### src/rtl/demux_sequencer_pkg.sv
// Shared definitions for the demux sequencer: FSM state encoding, channel
// count/index width and the redirect counter ceiling.
package demux_sequencer_pkg;

  localparam int unsigned NUM_CH = 4;
  localparam int unsigned CH_W   = 2;

  localparam logic [7:0] REDIRECT_MAX = 8'd255;

  typedef enum logic [0:0] {
    StIdle,
    StHold
  } state_e;

  // Next channel in rotation; wraps 3 -> 0 through the natural 2-bit overflow.
  function automatic logic [CH_W-1:0] next_ch(input logic [CH_W-1:0] ch);
    return ch + {{(CH_W-1){1'b0}}, 1'b1};
  endfunction

endpackage

### src/rtl/demux_sequencer_onehot_dec2x4.sv
// 2-to-4 one-hot decoder with enable; produces the per-channel valid vector.
// Ports:
//   sel_i    - selected channel index
//   en_i     - high while a word is being held
//   onehot_o - one-hot of sel_i when enabled, all zero otherwise
module demux_sequencer_onehot_dec2x4
  import demux_sequencer_pkg::*;
(
  input  logic [CH_W-1:0]   sel_i,
  input  logic              en_i,
  output logic [NUM_CH-1:0] onehot_o
);

  always_comb begin
    onehot_o = '0;
    if (en_i) begin
      onehot_o[sel_i] = 1'b1;
    end
  end

endmodule

### src/rtl/demux_sequencer.sv
// Sequencer for a 1-to-4 demux: captures one upstream word over valid/ready,
// steers it to an addressed or round-robin channel and holds it until that
// channel accepts. Round-robin words stuck on a stalled channel for TIMEOUT
// cycles are redirected to the next channel.
// Ports:
//   Clk, Reset          - clock and synchronous active-high reset
//   InValid/InReady     - upstream handshake, InData the upstream word
//   Mode, Dest          - 0: addressed to Dest, 1: round-robin (sampled at capture)
//   OutValid/OutReady   - per-channel handshake, OutData the held word
//   Sel                 - currently selected channel (demux select)
//   Redirects           - saturating count of timeout redirects
module demux_sequencer
  import demux_sequencer_pkg::*;
#(
  parameter int unsigned WIDTH   = 8,
  parameter int unsigned TIMEOUT = 16
) (
  input  logic              Clk,
  input  logic              Reset,
  input  logic              InValid,
  output logic              InReady,
  input  logic [WIDTH-1:0]  InData,
  input  logic              Mode,
  input  logic [CH_W-1:0]   Dest,
  output logic [NUM_CH-1:0] OutValid,
  input  logic [NUM_CH-1:0] OutReady,
  output logic [WIDTH-1:0]  OutData,
  output logic [CH_W-1:0]   Sel,
  output logic [7:0]        Redirects
);

  localparam int unsigned    CntW    = (TIMEOUT > 1) ? $clog2(TIMEOUT) : 1;
  localparam logic [CntW-1:0] CntLast = CntW'((TIMEOUT == 0) ? 0 : TIMEOUT - 1);
  localparam bit             RedirEn = (TIMEOUT != 0);

  state_e          state_q, state_d;
  logic [WIDTH-1:0] data_q, data_d;
  logic [CH_W-1:0]  sel_q, sel_d;
  logic [CH_W-1:0]  rr_ptr_q, rr_ptr_d;
  logic [CntW-1:0]  wait_q, wait_d;
  logic             mode_q, mode_d;
  logic [7:0]       redir_q, redir_d;

  logic accept;
  logic timeout_hit;

  // State register
  always_ff @(posedge Clk) begin
    if (Reset) begin
      state_q  <= StIdle;
      data_q   <= '0;
      sel_q    <= '0;
      rr_ptr_q <= '0;
      wait_q   <= '0;
      mode_q   <= 1'b0;
      redir_q  <= '0;
    end else begin
      state_q  <= state_d;
      data_q   <= data_d;
      sel_q    <= sel_d;
      rr_ptr_q <= rr_ptr_d;
      wait_q   <= wait_d;
      mode_q   <= mode_d;
      redir_q  <= redir_d;
    end
  end

  // Only the selected channel's ready matters; the others are ignored.
  assign accept      = OutReady[sel_q];
  assign timeout_hit = RedirEn && mode_q && (wait_q == CntLast);

  // Next-state logic
  always_comb begin
    state_d  = state_q;
    data_d   = data_q;
    sel_d    = sel_q;
    rr_ptr_d = rr_ptr_q;
    wait_d   = wait_q;
    mode_d   = mode_q;
    redir_d  = redir_q;

    unique case (state_q)
      StIdle: begin
        if (InValid) begin
          data_d  = InData;
          sel_d   = Mode ? rr_ptr_q : Dest;
          mode_d  = Mode;
          wait_d  = '0;
          state_d = StHold;
        end
      end
      StHold: begin
        // Accept has priority over a coincident timeout.
        if (accept) begin
          state_d = StIdle;
          if (mode_q) begin
            rr_ptr_d = next_ch(sel_q);
          end
        end else if (timeout_hit) begin
          sel_d  = next_ch(sel_q);
          wait_d = '0;
          if (redir_q != REDIRECT_MAX) begin
            redir_d = redir_q + 8'd1;
          end
        end else if (mode_q) begin
          wait_d = wait_q + {{(CntW-1){1'b0}}, 1'b1};
        end
      end
      default: state_d = StIdle;
    endcase
  end

  // Outputs
  always_comb begin
    InReady   = (state_q == StIdle) && !Reset;
    OutData   = data_q;
    Sel       = sel_q;
    Redirects = redir_q;
  end

  demux_sequencer_onehot_dec2x4 u_dec (
    .sel_i    (sel_q),
    .en_i     (state_q == StHold),
    .onehot_o (OutValid)
  );

endmodule
### config.mk
export PLATFORM = sky130hd
export DESIGN_NAME = demux_sequencer
export DESIGN_NICKNAME = d
export VERILOG_FILES = /design/src/rtl/demux_sequencer_pkg.sv /design/src/rtl/demux_sequencer_onehot_dec2x4.sv /design/src/rtl/demux_sequencer.sv
export SDC_FILE = /design/constraint.sdc
export NUM_CORES = 1
export LEC_CHECK = 0
export CAP_MARGIN = 5
export CORE_MARGIN = 1
export CORE_UTILIZATION = 45
export CTS_BUF_LIST = sky130_fd_sc_hd__clkbuf_16
export DETAILED_ROUTE_END_ITERATION = 7
export PLACE_DENSITY = 0.81
export SLEW_MARGIN = 20
export SYNTH_ARGS = -nofsm -noshare
export SYNTH_HDL_FRONTEND = slang
export SYNTH_SLANG_ARGS = --single-unit
### constraint.sdc
create_clock -name Clk -period 2.8 [get_ports Clk]
set_input_delay 0.56 -clock Clk [delete_from_list [all_inputs] [get_ports Clk]]
set_output_delay 0.56 -clock Clk [all_outputs]
set_load 0.1 [all_outputs]
==> impl_metrics.env, run 1 <==
export IMPL_syn_nets=181
export IMPL_grt_use_met3_pct=4.45
export IMPL_worstReg2RegStart="Sel[0]"
export IMPL_finalCriticalPeriod_ns=2.43
export IMPL_finalWirelength_mm=3.10
export IMPL_rsz0062_at_grt="no"
export IMPL_clock_fmax_mhz=412
export IMPL_cts_resized=0
export IMPL_dp_hpwl_mm=2.23
export IMPL_synth_top_area_cell="dfxtp_1"
export IMPL_crit_start="OutReady[3]"
export IMPL_globalplace_congestion=0.814
export IMPL_drtPass1Iterations=4
export IMPL_clock_skew_ns=0.00281
export IMPL_busiest_layer="met2"
export IMPL_placed_area_sq_um=1670
export IMPL_hold_slack_ns=0.460
export IMPL_met1_usage_pct=23.7
export IMPL_overflow=0
export IMPL_htreeDepth=1
export IMPL_area_growth_synth_to_final_pct=37.6
export IMPL_clockBufferDepth=2
export IMPL_ys_seq_area_share_pct=40.4
export IMPL_drv_slew=0
export IMPL_setup_viol=0
export IMPL_clk_pin_slew_worst_paths_ns=0.06
export IMPL_rows=19
export IMPL_crit_path_start_kind="input port"
export IMPL_crit_family="multiplexers"
export IMPL_via_per_inst=5.70
export IMPL_p_leak_uw=0.000709
export IMPL_clkPwrFrac_pct=40.4
export IMPL_fin_cells=227
export IMPL_synth_seq_cells=26
export IMPL_path_class="in2reg"
export IMPL_path_buf_inv=1
export IMPL_hp_start="OutData[5]"
export IMPL_die_h_microns=55.5
export IMPL_hold_violations=0
export IMPL_grt_use_met2_pct=35.3
export IMPL_endpoint_kind="register"
export IMPL_syn_area_sq_um=1290
export IMPL_numPortBuffers=40
export IMPL_maxCapViolCount=0
export IMPL_synth_cell_types=34
export IMPL_syn_inst=157
export IMPL_num_io_pins=41
export IMPL_numCtsBuffers=3
export IMPL_tritoncts="built"
export IMPL_timing_final_crit_share_pct=86.6
export IMPL_ctsHoldBuffers=0
export IMPL_worst_endpoint_required_ns=2.95
export IMPL_finalSetupTns_ns=0
export IMPL_p_sw_share_pct=28.8
export IMPL_p_per_area_nw_per_um2=580
export IMPL_grt_pass1_vias=1228
export IMPL_cp_data_arrival_time_ns=2.58
export IMPL_postRouteAntennaNets=0
export IMPL_root_buffer="clkbuf_16"
export IMPL_relSlewSlack_pct=58.3
export IMPL_p_comb_share_pct=20.8
export IMPL_core_sq_um=2730
export IMPL_synth_area_per_cell_sq_um=8.21
export IMPL_antenna_found_initial=0
export IMPL_synth_area_leaders="dfxtp_1 40%, a21oi_1 7.4%, nand2_1 7.3%"
export IMPL_synthDominantCellAreaShare_pct=40.4
export IMPL_placed_cells=223
export IMPL_irDropWorstVdd_mv=0.718
export IMPL_grt_max_degree=21
export IMPL_drc=0
export IMPL_async_reset_ff_share_pct=0
export IMPL_fill_cells=223
export IMPL_hold_path_class="reg2reg"
export IMPL_outcome="finished, final reports clean"
export IMPL_final_net_count=221
export IMPL_track_usage_pct=20.6
export IMPL_die_w_microns=55.5
export IMPL_die_area_sq_um=3080
export IMPL_sequentialPowerShare_pct=38.8
export IMPL_drive_above_1_share_pct=17.3
export IMPL_drt_iter0_drc=33
export IMPL_cts_sinks=26
export IMPL_post_cts_repair_setup_buffers=0
export IMPL_synth_edff_count=0
export IMPL_crit_slowest_cell="mux4_2"
export IMPL_power_switching_uw=296
export IMPL_ys_warn_count=0
export IMPL_cp_max_fo=14
export IMPL_start_util_pct=47.1
export IMPL_antenna_cells=0
export IMPL_cp_cell_sequence="clkdlybuf4s50_1, mux4_2, or2_1, nor4_1, mux2_2"
export IMPL_synth_flop_cell="dfxtp_1"
export IMPL_wl_per_cell_microns=13.7
export IMPL_tightest_slew_ns=0.624
export IMPL_grt_pass1_wl_mm=5.13
export IMPL_clk_latency_ns=0.26
export IMPL_vias=1295
export IMPL_fin_area_sq_um=1770
export IMPL_critPathMaxStageDelay_ns=0.52
export IMPL_cellInternalPower_uw=732
[cells in the mapped netlist, types with 3 or more instances]
library cell	instances
inv_1	6
ha_1	6
o31ai_1	5
nand2_1	25
clkbuf_1	7
a21oi_1	19
nand3_1	10
mux2i_1	3
or4_1	5
nor2_1	10
and2_1	4
o21ai_0	5
dfxtp_1	26
nand4_1	3
[cells by family (layout without fill, tap and decap cells)]
family | after synthesis | count (layout) | share of synthesized area [%]
AO/OA/AOI/OAI | 38 | 38 | 17.7
adder cells (fa/ha/maj) | 6 | 6 | 5.83
buffers and inverters | 14 | 53 | 4.66
flip-flops | 26 | 26 | 40.4
multiplexers | 6 | 6 | 5.83
AND/OR/NAND/NOR | 67 | 67 | 25.6
[sequential cells by signal (all words and copies together), names as in the netlist]
signal / cells
rr_ptr_q: 2
Sel: 2
mode_q: 1
OutData: 8
wait_q: 4
Redirects: 8
state_q: 1
[power by group through the flow]
| stage | logic (uW) | clock network, uW | registers, uW |
|---|---|---|---|
| after floorplan | 86.5 | 0 | 469 |
| after global placement | 210 | 0 | 406 |
| after detailed placement | 214 | 0 | 407 |
| after CTS | 214 | 420 | 398 |
| after global routing | 226 | 434 | 401 |
| final | 214 | 415 | 399 |
[placed cells by master, fill, tap and decap left out, types with 2 or more instances in the layout]
cell and n:
o31ai_1 5, a21oi_1 19, clkdlybuf4s50_1 17, o21ai_0 5, or3_1 2, mux2i_1 3
mux2_2 2, buf_4 25, inv_1 6, ha_1 6, or4_1 5, nand4_1 3
clkbuf_16 3, and3_1 2, dfxtp_1 26, nand2_1 25, and2_1 4, nor2_1 10
nand3_1 10
[metrics by stage]
stage	power (uW)	setup WS [ns]	utilization, %
finish	1030	0.374	64.9
detailed placement	621	0.0973	61.0
global placement	616	0.154	61.0
global route	1060	0.230	64.9
floorplan	556	0.0301	-
CTS	1030	0.370	64.9
[metal layers]
| metal | up-vias | wire length (microns) |
|---|---|---|
| met5 | - | 0 |
| met4 | 0 | 38 |
| met3 | 6 | 114 |
| met2 | 38 | 1580 |
| met1 | 609 | 1370 |
| li1 | 642 | - |
[layout make-up]
class | count | area, sq um | area share (%)
Multi-Input combinational cell | 117 | 708 | 39.9
Sequential cell | 26 | 520 | 29.4
Timing Repair Buffer | 43 | 378 | 21.3
Clock buffer | 3 | 75.1 | 4.23
Tap cell | 31 | 38.8 | 2.19
Clock inverter | 1 | 30.0 | 1.69
Inverter | 6 | 22.5 | 1.27
[path summary, 6_finish.rpt]
| check | endpoint | slack [ns] | depth (start not counted) |
|---|---|---|---|
| setup reg to reg | Redirects[6] | 0.57 | 4 |
| hold reg to reg | OutData[5] | 0.46 | 2 |
| setup / recovery | Redirects[6] | 0.37 | 5 |
| hold / removal | OutData[5] | 0.46 | 2 |
[worst min-delay path, cell delays in order, from the launching register on]
cell and delay (ns):
dfxtp_1 0.31, nand2_1 0.05, a21oi_1 0.05
Note: power is estimated with default switching activity, not from simulation.
==> run 2: changes to the inputs <==
- MAX_ROUTING_LAYER: default -> met4
==> impl_metrics.env, run 2 (same netlist as run 1, synthesis figures left out) <==
export IMPL_outcome="finished, final reports clean"
export IMPL_antenna_found_initial=0
export IMPL_die_area_sq_um=3080
export IMPL_layout_common_cells="26 x dfxtp_1, 25 x nand2_1, 25 x buf_4, 19 x a21oi_1, 17 x clkdlybuf4s50_1"
export IMPL_finalCriticalPeriod_ns=2.43
export IMPL_cp_max_fo=14
export IMPL_final_common_cell="dfxtp_1"
export IMPL_crit_slowest_cell="mux4_2"
export IMPL_drv_slew=0
export IMPL_grt_max_degree=21
export IMPL_grt_pass1_wl_mm=5.13
export IMPL_worst_slack_ns=0.372
export IMPL_final_net_count=221
export IMPL_hold_slack_ns=0.460
export IMPL_p_per_area_nw_per_um2=580
export IMPL_drt_iter0_drc=34
export IMPL_rsz0062_at_grt="no"
export IMPL_wl_per_cell_microns=13.7
export IMPL_core_sq_um=2730
export IMPL_cts_resized=0
export IMPL_min_path_cells=2
export IMPL_antenna_cells=0
export IMPL_cp_data_arrival_time_ns=2.58
export IMPL_root_buffer="clkbuf_16"
export IMPL_worstReg2RegEnd="Redirects[6]"
export IMPL_clock_fmax_mhz=412
export IMPL_die_h_microns=55.5
export IMPL_relSlewSlack_pct=57.5
export IMPL_tritoncts="built"
export IMPL_finalPower_uw=1030
export IMPL_hold_violations=0
export IMPL_dp_hpwl_mm=2.23
export IMPL_globalplace_congestion=0.826
export IMPL_drc=0
export IMPL_crit_path_start_kind="input port"
export IMPL_numCtsBuffers=3
export IMPL_finalWirelength_mm=3.11
export IMPL_post_place_ws_ns=0.0973
export IMPL_start_util_pct=47.1
export IMPL_critPathMaxStageDelay_ns=0.52
export IMPL_p_leak_uw=0.000709
export IMPL_placed_area_sq_um=1670
export IMPL_vias=1300
export IMPL_area_growth_synth_to_final_pct=37.6
export IMPL_hold_path_class="reg2reg"
export IMPL_path_buf_inv=1
export IMPL_finalSetupTns_ns=0
export IMPL_clk_latency_ns=0.26
export IMPL_clockBufferDepth=2
export IMPL_worst_endpoint_required_ns=2.95
export IMPL_num_io_pins=41
export IMPL_die_w_microns=55.5
export IMPL_via_per_inst=5.73
export IMPL_clock_skew_ns=0.00264
export IMPL_overflow=0
export IMPL_irDropWorstVdd_mv=0.718
export IMPL_holdPathEnd="OutData[5]"
export IMPL_post_cts_repair_setup_buffers=0
export IMPL_rows=19
export IMPL_hp_start="OutData[5]"
export IMPL_maxCapViolCount=0
export IMPL_drtPass1Iterations=4
export IMPL_reg2regPathDepth=4
export IMPL_drive_above_1_share_pct=17.3
export IMPL_cts_sinks=26
export IMPL_fin_area_sq_um=1770
export IMPL_worstReg2RegStart="Sel[0]"
export IMPL_crit_family="multiplexers"
export IMPL_htreeDepth=1
export IMPL_setup_viol=0
export IMPL_path_class="in2reg"
export IMPL_timing_final_crit_share_pct=86.7
export IMPL_clk_pin_slew_worst_paths_ns=0.06
export IMPL_numPortBuffers=40
export IMPL_cp_cell_sequence="clkdlybuf4s50_1, mux4_2, or2_1, nor4_1, mux2_2"
export IMPL_grt_pass1_vias=1228
export IMPL_track_usage_pct=21.2
export IMPL_endpoint_kind="register"
export IMPL_regToRegSetupSlack_ns=0.57
export IMPL_ctsHoldBuffers=0
export IMPL_tightest_slew_ns=0.637
export IMPL_postRouteAntennaNets=0
run 2: cell counts in the layout (fill, tap and decap cells not counted):
Identical to the previous run, type by type.
run 2: worst register-to-register path, stage by stage, from the launching register on:
cell     delay (ns)
dfxtp_1        0.43
mux4_2         0.58
or2_1          0.39
nor4_1         0.35
mux2_2         0.37
run 2: power breakdown:
group / switching (uW) / internal (uW)
logic: 149 / 65.0
registers: 16.5 / 382
clock network: 131 / 284
total: 296 / 732
run 2: worst max-delay path by stage:
stage | depth (start not counted) | endpoint | slack (ns) | from
2_1_floorplan | 3 | InReady | 0.03 | Reset
3_3_place_gp | 5 | Redirects[6] | 0.15 | OutReady[3]
3_5_place_dp | 5 | Redirects[6] | 0.1 | OutReady[3]
4_1_cts | 5 | Redirects[6] | 0.37 | OutReady[3]
5_1_grt | 5 | Redirects[6] | 0.23 | OutReady[3]
6_report | 5 | Redirects[6] | 0.37 | OutReady[3]
run 2: final cells by class:
| class | count | area (sq um) |
|---|---|---|
| Clock inverter | 1 | 30.0 |
| Inverter | 6 | 22.5 |
| Fill cell | 223 | 961 |
| Multi-Input combinational cell | 117 | 708 |
| Clock buffer | 3 | 75.1 |
| Sequential cell | 26 | 520 |
| Timing Repair Buffer | 43 | 378 |
| Tap cell | 31 | 38.8 |
run 2: metal layers:
layer / wire, microns / GRT usage [%]
met4: 30 / 11.4
met1: 1370 / 23.7
met5: 0 / -
met3: 111 / 4.45
met2: 1590 / 35.3
run 2: per-stage QoR:
stage               utilization, %  cells
floorplan                        -    157
global placement              61.0    223
detailed placement            61.0    223
CTS                           64.9    227
global route                  64.9    227
finish                        64.9    227
==> run 3: changes to the inputs <==
- CELL_PAD_IN_SITES_DETAIL_PLACEMENT: default -> 1
- CELL_PAD_IN_SITES_GLOBAL_PLACEMENT: default -> 2
- CORE_UTILIZATION: 45 -> 25
- PLACE_DENSITY: 0.81 -> 0.8
- SLEW_MARGIN: 20 -> default
==> impl_metrics.env, run 3 (same netlist as run 1, synthesis figures left out) <==
export IMPL_via_per_inst=4.90
export IMPL_die_area_sq_um=5450
export IMPL_endpoint_kind="register"
export IMPL_seqCellArea_sq_um=520
export IMPL_final_net_count=222
export IMPL_worst_endpoint_required_ns=2.95
export IMPL_p_per_area_nw_per_um2=568
export IMPL_hold_path_class="reg2reg"
export IMPL_numCtsBuffers=3
export IMPL_clock_fmax_mhz=408
export IMPL_grt_pass1_vias=1263
export IMPL_cts_resized=0
export IMPL_htreeDepth=1
export IMPL_grt_pass1_wl_mm=6.10
export IMPL_layout_common_cells="26 x dfxtp_1, 26 x buf_4, 25 x nand2_1, 19 x a21oi_1, 17 x clkdlybuf4s50_1"
export IMPL_drc=0
export IMPL_drive_above_1_share_pct=17.8
export IMPL_clock_skew_ns=0.00492
export IMPL_finalSetupTns_ns=0
export IMPL_finalCriticalPeriod_ns=2.45
export IMPL_outcome="finished, final reports clean"
export IMPL_vias=1293
export IMPL_drv_slew=0
export IMPL_area_growth_synth_to_final_pct=41.7
export IMPL_die_w_microns=73.8
export IMPL_drtPass1Iterations=4
export IMPL_tightest_slew_ns=0.652
export IMPL_overflow=0
export IMPL_dp_hpwl_mm=2.72
export IMPL_timing_final_crit_share_pct=87.4
export IMPL_cp_data_arrival_time_ns=2.60
export IMPL_p_leak_uw=0.000713
export IMPL_antenna_cells=0
export IMPL_setup_viol=0
export IMPL_relSlewSlack_pct=56.5
export IMPL_finalWirelength_mm=3.67
export IMPL_maxCapViolCount=0
export IMPL_crit_slowest_cell="mux4_2"
export IMPL_drt_iter0_drc=38
export IMPL_wl_per_cell_microns=13.9
export IMPL_clk_latency_ns=0.26
export IMPL_die_h_microns=73.8
export IMPL_rsz0062_at_grt="no"
export IMPL_placed_area_sq_um=1720
export IMPL_tritoncts="built"
export IMPL_rows=25
export IMPL_numPortBuffers=40
export IMPL_start_util_pct=26.6
export IMPL_postRouteAntennaNets=0
export IMPL_critPathMaxStageDelay_ns=0.53
export IMPL_root_buffer="clkbuf_16"
export IMPL_post_cts_repair_setup_buffers=0
export IMPL_irDropWorstVdd_mv=0.292
export IMPL_hold_violations=0
export IMPL_grt_max_degree=21
export IMPL_cp_max_fo=12
export IMPL_fill_cells=583
export IMPL_multi_input_comb_area_sq_um=708
export IMPL_clockBufferDepth=2
export IMPL_fin_area_sq_um=1830
export IMPL_antenna_found_initial=0
export IMPL_globalplace_congestion=0.755
export IMPL_ctsHoldBuffers=0
export IMPL_track_usage_pct=15.0
export IMPL_crit_path_start_kind="input port"
export IMPL_cp_cell_sequence="clkdlybuf4s50_1, mux4_2, or2_1, nor4_1, mux2_2"
export IMPL_core_sq_um=4850
export IMPL_cts_sinks=26
export IMPL_path_class="in2reg"
export IMPL_clk_pin_slew_worst_paths_ns=0.07
export IMPL_num_io_pins=41
-- run 3: cell count changes in the layout (fill, tap and decap cells not counted) --
cell / before / now
buf_4: 25 / 26
-- run 3: routing by layer --
layer | wire length, microns | share of wire (%) | global-route usage, %
met5 | 0 | 0 | -
met4 | 10 | 0.27 | 1.07
met3 | 174 | 4.7 | 4.66
met2 | 1860 | 51 | 26.5
met1 | 1630 | 44 | 17.4
-- run 3: path summary, 6_finish.rpt --
check	startpoint	end	slack, ns	depth (start not counted)
min	OutData[0]	OutData[0]	0.46	2
min reg2reg	OutData[0]	OutData[0]	0.46	2
max	OutReady[3]	Redirects[6]	0.35	5
max reg2reg	Sel[0]	Redirects[6]	0.56	4
-- run 3: worst max-delay path: cells and delay by family --
family,cells,cell delay [ns]
mux,2,0.89
buf+inv,1,0.41
simple gates,2,0.73
-- run 3: metrics by stage --
stage          instances  total power [uW]  util, %  hold slack [ns]  setup WS [ns]
2_1_floorplan        157               556        -            0.458         0.0301
6_report             264              1040     37.7            0.458          0.352
3_3_place_gp         260               621     35.5            0.445          0.157
4_1_cts              264              1050     37.7            0.462          0.360
3_5_place_dp         260               625     35.5            0.450         0.0830
5_1_grt              264              1080     37.7            0.480          0.268
-- run 3: layout make-up --
cell class / instances / share of cell area [%]
well taps: 67 / 4.59
multi-input cells: 117 / 38.8
clock buffers: 3 / 4.11
inverters: 6 / 1.23
flip-flops and latches: 26 / 28.5
repair buffers: 44 / 21.1
clock inverters: 1 / 1.64
-- run 3: power by group --
| part | internal, uW | leakage, uW | switching, uW |
|---|---|---|---|
| logic | 65.3 | 0.000450 | 151 |
| clock network | 285 | 0.0000511 | 137 |
| registers | 382 | 0.000211 | 16.6 |
